==> config.mk <==
export PLATFORM = sky130hd
export DESIGN_NAME = dual_mem_port_arbiter
export DESIGN_NICKNAME = d
export VERILOG_FILES = /design/src/rtl/dual_mem_arb_pkg.sv /design/src/rtl/arb_delay_line.sv /design/src/rtl/dual_mem_port_arbiter.sv
export SDC_FILE = /design/constraint.sdc
export NUM_CORES = 1
export LEC_CHECK = 0
export CAP_MARGIN = 20
export CORE_UTILIZATION = 25
export CTS_CLUSTER_DIAMETER = 150
export CTS_CLUSTER_SIZE = 8
export DETAILED_ROUTE_END_ITERATION = 7
export PLACE_DENSITY = 0.78
export SETUP_SLACK_MARGIN = 0.4
export SYNTH_ARGS = -nofsm -noshare
export SYNTH_HDL_FRONTEND = slang
export SYNTH_SLANG_ARGS = --single-unit
==> constraint.sdc <==
create_clock -name clk -period 1.5 [get_ports clk]
set_clock_uncertainty 0.15 [all_clocks]
set_input_delay 0.225 -clock clk [delete_from_list [all_inputs] [get_ports clk]]
set_output_delay 0.225 -clock clk [all_outputs]
set_load 0.01 [all_outputs]
==> src/rtl/dual_mem_arb_pkg.sv <==
// Shared helpers for the dual-port RAM arbiter slice.
package dual_mem_arb_pkg;

    // Stored word is the encoded payload plus one extra bit.
    function automatic int word_w(input int dataWidth);
        return dataWidth + $clog2(dataWidth) + 2;
    endfunction

endpackage

==> src/rtl/arb_delay_line.sv <==
// Resettable shift register; DEPTH=0 degenerates to a wire.
module arb_delay_line #(
    parameter int WIDTH = 1,
    parameter int DEPTH = 1
) (
    input  logic             clk,
    input  logic             rst,
    input  logic [WIDTH-1:0] data_i,
    output logic [WIDTH-1:0] data_o
);

    generate
        if (DEPTH == 0) begin : g_pass
            logic unusedSink;
            assign unusedSink = clk ^ rst;
            assign data_o     = data_i;
        end else begin : g_shift
            logic [WIDTH-1:0] stage_q [DEPTH];

            always_ff @(posedge clk) begin
                if (rst) begin
                    for (int i = 0; i < DEPTH; i++) begin
                        stage_q[i] <= '0;
                    end
                end else begin
                    stage_q[0] <= data_i;
                    for (int i = 1; i < DEPTH; i++) begin
                        stage_q[i] <= stage_q[i-1];
                    end
                end
            end

            assign data_o = stage_q[DEPTH-1];
        end
    endgenerate

endmodule

==> src/rtl/dual_mem_port_arbiter.sv <==
// Round-robin arbiter sharing one port of the latency RAM between NUM_REQ requesters,
// with delayed write controls, tagged read returns and read-after-write stalling.
module dual_mem_port_arbiter
    import dual_mem_arb_pkg::*;
#(
    parameter int NUM_REQ    = 2,
    parameter int DATA_WIDTH = 8,
    parameter int MEM_DEPTH  = 16,
    parameter int ADDR_WIDTH = $clog2(MEM_DEPTH),
    parameter int WR_LATENCY = 1,
    parameter int RD_LATENCY = 1,
    localparam int WORD_W    = word_w(DATA_WIDTH)
) (
    input  logic                          clk,
    input  logic                          rst,
    input  logic [NUM_REQ-1:0]            i_req_valid,
    output logic [NUM_REQ-1:0]            o_req_ready,
    input  logic [NUM_REQ-1:0]            i_req_we,
    input  logic [NUM_REQ*ADDR_WIDTH-1:0] i_req_addr,
    input  logic [NUM_REQ*WORD_W-1:0]     i_req_wdata,
    output logic [NUM_REQ-1:0]            o_rsp_valid,
    output logic [WORD_W-1:0]             o_rsp_rdata,
    output logic                          o_mem_en_wr,
    output logic                          o_mem_we,
    output logic [ADDR_WIDTH-1:0]         o_mem_addr_wr,
    output logic [WORD_W-1:0]             o_mem_din,
    output logic                          o_mem_en_rd,
    output logic                          o_mem_rd,
    output logic [ADDR_WIDTH-1:0]         o_mem_addr_rd,
    input  logic [WORD_W-1:0]             i_mem_dout
);

    localparam int PTR_W = (NUM_REQ > 1) ? $clog2(NUM_REQ) : 1;

    typedef struct packed {
        logic                  valid;
        logic [ADDR_WIDTH-1:0] addr;
        logic [WORD_W-1:0]     data;
    } wr_entry_t;

    typedef struct packed {
        logic               valid;
        logic [NUM_REQ-1:0] id;
    } rd_tag_t;

    logic [PTR_W-1:0]      rrPtr_q, rrPtr_d;
    logic [NUM_REQ-1:0]    blocked, eligible, grantOh;
    logic                  anyGrant, grantWe, rdEn;
    logic [ADDR_WIDTH-1:0] grantAddr;
    logic [WORD_W-1:0]     grantData, rdData;
    wr_entry_t             wrNew, wrOut;
    wr_entry_t             wrStage [WR_LATENCY];
    rd_tag_t               tagIn, tagOut;

    // Stages 1..WR_LATENCY-1 hold writes the array has not absorbed yet.
    always_comb begin
        blocked = '0;
        for (int r = 0; r < NUM_REQ; r++) begin
            for (int k = 1; k < WR_LATENCY; k++) begin
                if (!i_req_we[r] && wrStage[k].valid &&
                    wrStage[k].addr == i_req_addr[r*ADDR_WIDTH +: ADDR_WIDTH]) begin
                    blocked[r] = 1'b1;
                end
            end
        end
    end

    assign eligible = i_req_valid & ~blocked & {NUM_REQ{!rst}};

    // Two passes: indices at/after the pointer first, then wrap from 0.
    always_comb begin
        grantOh  = '0;
        anyGrant = 1'b0;
        rrPtr_d  = rrPtr_q;
        for (int r = 0; r < NUM_REQ; r++) begin
            if (!anyGrant && eligible[r] && r >= int'(rrPtr_q)) begin
                grantOh[r] = 1'b1;
                anyGrant   = 1'b1;
                rrPtr_d    = (r == NUM_REQ - 1) ? '0 : PTR_W'(r + 1);
            end
        end
        for (int r = 0; r < NUM_REQ; r++) begin
            if (!anyGrant && eligible[r]) begin
                grantOh[r] = 1'b1;
                anyGrant   = 1'b1;
                rrPtr_d    = (r == NUM_REQ - 1) ? '0 : PTR_W'(r + 1);
            end
        end
        grantWe   = 1'b0;
        grantAddr = '0;
        grantData = '0;
        for (int r = 0; r < NUM_REQ; r++) begin
            if (grantOh[r]) begin
                grantWe   = i_req_we[r];
                grantAddr = i_req_addr[r*ADDR_WIDTH +: ADDR_WIDTH];
                grantData = i_req_wdata[r*WORD_W +: WORD_W];
            end
        end
    end

    always_ff @(posedge clk) begin
        if (rst) begin
            rrPtr_q <= '0;
        end else begin
            rrPtr_q <= rrPtr_d;
        end
    end

    assign rdEn  = anyGrant && !grantWe;
    assign wrNew = '{valid: anyGrant && grantWe, addr: grantAddr, data: grantData};
    assign tagIn = '{valid: rdEn, id: rdEn ? grantOh : '0};

    assign wrStage[0] = wrNew;
    generate
        for (genvar k = 1; k < WR_LATENCY; k++) begin : g_wr_pipe
            arb_delay_line #(.WIDTH($bits(wr_entry_t)), .DEPTH(1)) u_wr_stage (
                .clk    (clk),
                .rst    (rst),
                .data_i (wrStage[k-1]),
                .data_o (wrStage[k])
            );
        end
    endgenerate
    assign wrOut = wrStage[WR_LATENCY-1];

    arb_delay_line #(.WIDTH($bits(rd_tag_t)), .DEPTH(RD_LATENCY)) u_rd_tag (
        .clk    (clk),
        .rst    (rst),
        .data_i (tagIn),
        .data_o (tagOut)
    );

    // RAM data already lags the grant by one cycle, so it needs one stage fewer.
    arb_delay_line #(.WIDTH(WORD_W), .DEPTH(RD_LATENCY - 1)) u_rd_data (
        .clk    (clk),
        .rst    (rst),
        .data_i (i_mem_dout),
        .data_o (rdData)
    );

    assign o_req_ready   = grantOh;
    assign o_mem_en_wr   = wrOut.valid && !rst;
    assign o_mem_we      = o_mem_en_wr;
    assign o_mem_addr_wr = o_mem_en_wr ? wrOut.addr : '0;
    assign o_mem_din     = o_mem_en_wr ? wrOut.data : '0;
    assign o_mem_en_rd   = rdEn;
    assign o_mem_rd      = 1'b0;
    assign o_mem_addr_rd = rdEn ? grantAddr : '0;
    assign o_rsp_valid   = (tagOut.valid && !rst) ? tagOut.id : '0;
    assign o_rsp_rdata   = (tagOut.valid && !rst) ? rdData : '0;

endmodule
* Yosys cells after proc, flatten, opt, wreduce, memory -nomap -nowiden
Memory sizes are Yosys's and may differ from the RTL's.
Index checks and enable logic that the tools add are counted.
** Storage, ports and cells
- Bits in latches :: 0
- Output and inout port bits :: 42
- Memory bits (writable) :: 3
- Bits in registers :: 1
- Memory bits (read-only) :: 0
- Input port bits :: 53
- Memories kept :: 1
- Word-level logic and storage cells :: 47
** Operators by class
- Multiply operators :: 0
- Reductions and logical operators :: 16
- Eq/ne operators :: 0
- Muxes and demuxes :: 27
- Shift operators :: 0
- Divide/modulo/power cells :: 0
- Magnitude comparators :: 1
- Add/sub/neg operators :: 0
- Bitwise gates (word level) :: 1
** Memory list
- u_rd_tag.g_shift.stage_q :: words 1, width 3, rd ports 1, clocked after Yosys merged registers in 0, wr ports 1, line arb_delay_line.sv:18 : logic [WIDTH-1:0] stage_q [DEPTH];
** Operator list (number)
- $mux 13 :: 4
- $mux 1 :: 16
- $mux 4 :: 4
- $logic_and 1x1->1 :: 8
- $logic_not 1->1 :: 5
- $mux 2 :: 2
- $mux 3 :: 1
- $reduce_bool 3->1 :: 1
- $reduce_or 3->1 :: 1
- $and 2x2->2 :: 1
- $reduce_or 2->1 :: 1
- $ge 1x1->1 const A :: 1

* Longest topological paths before layout
- Word-level depth :: 18
- Depth in mapped cells :: 6
- Depth with buffers taken out :: 3

* Cells and area by module
Synthesis repeated with hierarchy kept, for this count alone.
** Second synthesis, totals
- Cell total of the unflattened synthesis :: 121
- Area total of the unflattened synthesis :: 938.4 µm²
** Modules (own cells, without submodules)
- dual_mem_port_arbiter :: times used 1, cells an instance 102, area an instance 762.0 µm², seq. area each 20.0 µm²
- arb_delay_line (u_rd_data) :: times used 1, cells an instance 13, area an instance 97.6 µm², seq. area each 0.0 µm²
- arb_delay_line (u_rd_tag) :: times used 1, cells an instance 6, area an instance 78.8 µm², seq. area each 60.1 µm²

* Worst setup path after synthesis
Ideal clock, no wire load.
- Kind :: reg-to-output
- Start point :: register rrPtr_q
- End point :: output port o_mem_we
- Required time :: 1.125 ns
- Slack :: -0.118 ns
- Stages on the path, launching flop included :: 6
- Data arrival time :: 1.243 ns
- Buffers on the path :: 2
- Path through :: dfxtp_1 -> nand2b_1 -> a32oi_4 -> buf_8 -> nor2_2 -> buf_4
** Between the ends
- Longest elaborated chain between the ends :: 15
- Elaborated cells on any way between the ends :: 19
- Those cells by class :: 1 x order compare; 9 x mux; 9 x reduce/logical
** RTL lines
- start: declaration :: line dual_mem_port_arbiter.sv:46 : logic [PTR_W-1:0] rrPtr_q, rrPtr_d;
- start signal: assignment :: line dual_mem_port_arbiter.sv:105 : rrPtr_q <= rrPtr_d;
- $ge 1x1->1 * :: line dual_mem_port_arbiter.sv:76 : if (!anyGrant && eligible[r] && r >= int'(rrPtr_q)) begin
- $logic_and 1x1->1 * :: line dual_mem_port_arbiter.sv:76
- $mux 1 * :: line dual_mem_port_arbiter.sv:76
- $logic_not 1->1 :: line dual_mem_port_arbiter.sv:76
- $logic_and 1x1->1 :: line dual_mem_port_arbiter.sv:76
- $mux 1 :: line dual_mem_port_arbiter.sv:76
- $logic_not 1->1 :: line dual_mem_port_arbiter.sv:83 : if (!anyGrant && eligible[r]) begin
- $logic_and 1x1->1 :: line dual_mem_port_arbiter.sv:83
- $mux 1 :: line dual_mem_port_arbiter.sv:83
- $logic_not 1->1 :: line dual_mem_port_arbiter.sv:83
- $logic_and 1x1->1 :: line dual_mem_port_arbiter.sv:83
- $mux 1 :: line dual_mem_port_arbiter.sv:83
- $mux 1 :: line dual_mem_port_arbiter.sv:93 : if (grantOh[r]) begin
- $logic_and 1x1->1 * :: line dual_mem_port_arbiter.sv:110 : assign wrNew = '{valid: anyGrant && grantWe, addr: grantAddr, data: grantData};
- $logic_and 1x1->1 * :: line dual_mem_port_arbiter.sv:142 : assign o_mem_en_wr = wrOut.valid && !rst;
- end: declaration :: line dual_mem_port_arbiter.sv:24 : output logic o_mem_we,
Mark *: on every way between the ends. The rest lies on a longest branch, timed or not.

* Worst setup path in the final report
- Start point :: input port i_req_valid[0]
- End point :: output port o_mem_addr_rd[0]
** Between the ends
- Longest elaborated chain between the ends :: 16
- Elaborated cells on any way between the ends :: 22
- Those cells by class :: 12 x mux; 1 x bitwise; 9 x reduce/logical
** RTL lines
- start: declaration :: line dual_mem_port_arbiter.sv:16 : input logic [NUM_REQ-1:0] i_req_valid,
- $and 2x2->2 * :: line dual_mem_port_arbiter.sv:68 : assign eligible = i_req_valid & ~blocked & {NUM_REQ{!rst}};
- $logic_and 1x1->1 :: line dual_mem_port_arbiter.sv:76
- $mux 1 :: line dual_mem_port_arbiter.sv:76
- $logic_not 1->1 :: line dual_mem_port_arbiter.sv:76
- $logic_and 1x1->1 :: line dual_mem_port_arbiter.sv:76
- $mux 1 :: line dual_mem_port_arbiter.sv:76
- $logic_not 1->1 :: line dual_mem_port_arbiter.sv:83
- $logic_and 1x1->1 :: line dual_mem_port_arbiter.sv:83
- $mux 1 :: line dual_mem_port_arbiter.sv:83
- $logic_not 1->1 :: line dual_mem_port_arbiter.sv:83
- $logic_and 1x1->1 :: line dual_mem_port_arbiter.sv:83
- $mux 1 :: line dual_mem_port_arbiter.sv:83
- $mux 1 :: line dual_mem_port_arbiter.sv:93
- $logic_not 1->1 :: line dual_mem_port_arbiter.sv:109 : assign rdEn = anyGrant && !grantWe;
- $logic_and 1x1->1 :: line dual_mem_port_arbiter.sv:109
- $mux 4 * :: line dual_mem_port_arbiter.sv:148 : assign o_mem_addr_rd = rdEn ? grantAddr : '0;
- end: declaration :: line dual_mem_port_arbiter.sv:29 : output logic [ADDR_WIDTH-1:0] o_mem_addr_rd,
Marks and branches as above.

==> impl_metrics.py <==
metrics = {
    "layout": {
        "nNetsFinal": 288,
        "multi_input_area_um2": 791,
        "final_layout_size_suffix_gt1_share_pct": 60.5,
        "layout.cells.most_common": "clkdlybuf4s50_1",
        "final_core_occ_pct": 73.6,
        "most-common-layout-cells": "clkdlybuf4s50_1 (47), buf_6 (40), buf_2 (23)",
        "seq_area_um2": 81.3,
        "antennaDiodeCount": 0,
        "flow.area_growth_from_synthesis_pct": 173,
        "post-route-cell-area_um2": 2300,
        "filler_cell_count": 231,
    },
    "routing": {
        "first_iter_violations": 40,
        "drtAntennaViolNets": 0,
        "drt_pass1_iterations": 4,
        "per_cell_via_count_in_the_routed_design": 5.06,
        "drc_violation_count_after_routing": 0,
        "vias": 1402,
        "drt-total-wl_um": 4990,
        "routed_wire_length_per_instance_um": 18.0,
    },
    "synthesis": {
        "syn-instance-count": 104,
        "synth-compound-area-share_pct": 29.9,
        "synth-adder-area-share_pct": 0,
        "synth_simple_gate_area_share_pct": 46.5,
        "synth_cell_types": 23,
        "synth_seq_cells": 4,
        "yosysSeqAreaShare_pct": 9.51,
        "synth.area.mux_share_pct": 0,
        "post_synth_instance_area_um2": 842,
        "synth_top_family_by_area": "simple AND/OR/NAND/NOR gates",
        "yosys.area_share.xor_xnor_pct": 0,
        "avg_synthesized_cell_area_um2": 8.10,
        "yosysWarningCount": 0,
        "mappedNetlistNets": 157,
    },
    "critical_path": {
        "capturing_point_of_the_worst_reg2reg_path": "u_rd_tag.g_shift.stage_q[0][2]",
        "critical_path_source_type": "input pin",
        "crit_buf_inv": 5,
        "crit_path_cell_trace": "dlygate4sd2_1, a21boi_4, buf_4, nor3b_4, buf_6, buf_4, a22o_1, buf_2",
        "crit_path_frequent_cell": "buf_4",
        "worst-setup-path-type": "input pin to output pin",
        "crit_family": "buffers and inverters",
        "worst-path-stages": 8,
        "worst_setup_path_end_kind": "output pin",
        "critPathArrivalTime_ps": 1630,
        "critical-path-max-stage-delay_ps": 310,
        "cp.required_ps": 1120,
        "cp_max_fo": 7,
        "crit-reg2reg-launch": "rrPtr_q",
        "worst_r2r_path_depth": 5,
        "crit_path_start": "i_req_valid[0]",
        "ff2ff_setup_slack_ps": 0,
        "crit_path_top_delay_cell": "dlygate4sd2_1",
        "worst_setup_path_endpoint": "o_mem_addr_rd[0]",
    },
    "power_and_ir_drop": {
        "p_per_area_nw_per_um2": 371,
        "power_frac_clock_pct": 17.2,
        "reported_leakage_power_nw": 0.984,
        "p_int_mw": 0.565,
        "ir_worst_vdd_uv": 156,
        "power.switching_mw": 0.290,
        "switching_share_pct": 33.9,
        "p_seq_share_pct": 13.8,
        "share_comb_of_total_power_pct": 69.1,
    },
    "min_path": {
        "worst_hold_path_type": "input pin to register",
    },
    "floorplan": {
        "initial_utilization_pct": 26.9,
        "die_y_um": 60.0,
        "fp.dieArea_um2": 3600,
        "floorplan.io_pins": 95,
        "die_width_um": 60.0,
        "row_count": 20,
        "core_um2": 3130,
    },
    "global_routing": {
        "use_met2_pct": 52.5,
        "global_route.usage.met3_pct": 4.11,
        "groute.usage.overall_pct": 26.3,
        "grt_overflow_total": 0,
        "grt.met1_usage_pct": 26.6,
        "grt_start_max_net_pins": 21,
        "grt_first_pass_wirelength_um": 6910,
        "grt_busiest_layer": "met2",
        "first_global_vias": 1438,
        "initial_antenna_violation_count": 0,
    },
    "placed_design": {
        "buffer_ports.inserted": 93,
        "detailed_place.area_um2": 1910,
        "gp_congestion": 0.737,
        "post-place-ws_ps": -1110,
        "place_hpwl_um": 2850,
    },
    "timing": {
        "final_period_minus_worst_setup_slack_ps": 2000,
        "setup_violations": 42,
        "post-route-worst-setup-slack_ps": -503,
        "total_negative_setup_slack_ps": -11370,
        "period_share_pct": 134,
        "drv_slew": 0,
        "max_freq_ghz": 0.499,
        "rsz0062_at_grt": "true",
        "report.final.hold_viol_count": 0,
    },
    "clock_tree": {
        "cts-root-buf": "clkbuf_4",
        "cts.sink_count": 4,
        "clockBufferDepth": 2,
        "cts_inserted_buffers": 3,
        "path_clk_slew_ps": 40,
        "tritoncts_clock_tree": "yes",
        "clock_latency_on_the_worst_skew_pair_ps": 250,
        "ctsHtreeMaxLevel": 1,
    },
    "outcome": {
        "failed_checks": "negative setup slack",
        "status": "complete, but fails checks",
    },
    "job": {
        "maxCapViolCount": 0,
    },
}
[worst min-delay path: cells and delay by family]
kind,cells,cell delay [ps]
AO/OA/AOI/OAI,1,50
buffers and inverters,2,380
[cells in the mapped netlist]
master / count / area (µm²)
nand3_1: 17 / 85.1
conb_1: 1 / 3.75
nor2_2: 1 / 6.26
nand2b_1: 2 / 12.5
a211oi_2: 9 / 113
buf_6: 3 / 33.8
nor2b_4: 1 / 13.8
a21boi_2: 1 / 11.3
or2_1: 2 / 12.5
nor2b_1: 2 / 12.5
dfxtp_1: 4 / 80.1
a211oi_1: 8 / 60.1
buf_4: 6 / 45.0
a22o_1: 4 / 35.0
buf_8: 1 / 15.0
nand3b_1: 17 / 128
a21oi_1: 1 / 5.00
nor3b_2: 1 / 12.5
buf_2: 2 / 10.0
and3b_1: 1 / 8.76
a32oi_4: 1 / 27.5
and2_1: 16 / 100
clkbuf_1: 3 / 11.3
[flip-flops by register name, summed over array words and instances (netlist names)]
register                  flops
rrPtr_q                       1
u_rd_tag.g_shift.stage_q      3
[area by class of cell]
cell class | instances | area share (%)
Clock buffer | 3 | 0.978
Multi-Input combinational cell | 85 | 34.3
Sequential cell | 4 | 3.53
Tap cell | 44 | 2.39
Timing Repair Buffer | 141 | 58.8
[power by group through the flow]
stage / clock network, mW / registers, mW / logic, mW
4_1_cts: 0.145 / 0.117 / 0.554
3_3_place_gp: 0 / 0.117 / 0.419
3_5_place_dp: 0 / 0.117 / 0.429
5_1_grt: 0.155 / 0.118 / 0.615
2_1_floorplan: 0 / 0.117 / 0.194
6_report: 0.147 / 0.118 / 0.590
[metrics by stage]
| stage | hold WS [ps] | instances | total power [mW] |
|---|---|---|---|
| finish | 301 | 277 | 0.855 |
| floorplan | 180 | 104 | 0.310 |
| detailed placement | 332 | 245 | 0.546 |
| global route | 306 | 277 | 0.887 |
| CTS | 266 | 275 | 0.816 |
| global placement | 335 | 245 | 0.536 |
[routing by layer]
metal  part of all wire (%)  wire, µm
met4                    1.7        85
met3                    6.8       339
met2                     55      2760
met1                     36      1810
met5                      0         0
[kinds of logic (layout without fill, tap and decap cells)]
group / count (synthesis) / in the layout
AOI/OAI and AO/OA: 24 / 24
buffers and inverters: 15 / 144
DFF: 4 / 4
other: 1 / 1
and+or+nand+nor: 60 / 60
[worst min path at each step]
stage,startpoint,to,slack [ps],cells past startpoint
5_1_grt,rst,rrPtr_q,310,3
2_1_floorplan,rst,u_rd_tag.g_shift.stage_q[0][0],180,1
3_5_place_dp,rrPtr_q,rrPtr_q,330,2
3_3_place_gp,rrPtr_q,rrPtr_q,340,2
6_report,rst,rrPtr_q,300,3
4_1_cts,rst,rrPtr_q,270,3
[repair_timing]
action	in CTS	in global routing
setup buffers	23	2
endpoints found under the hold margin	0	0
resized for setup	231	9
pin swaps	16	5
cloned	4	0
hold buffers	0	0
endpoints found under the setup margin	45	45
Power figures use the tool's default switching activity.
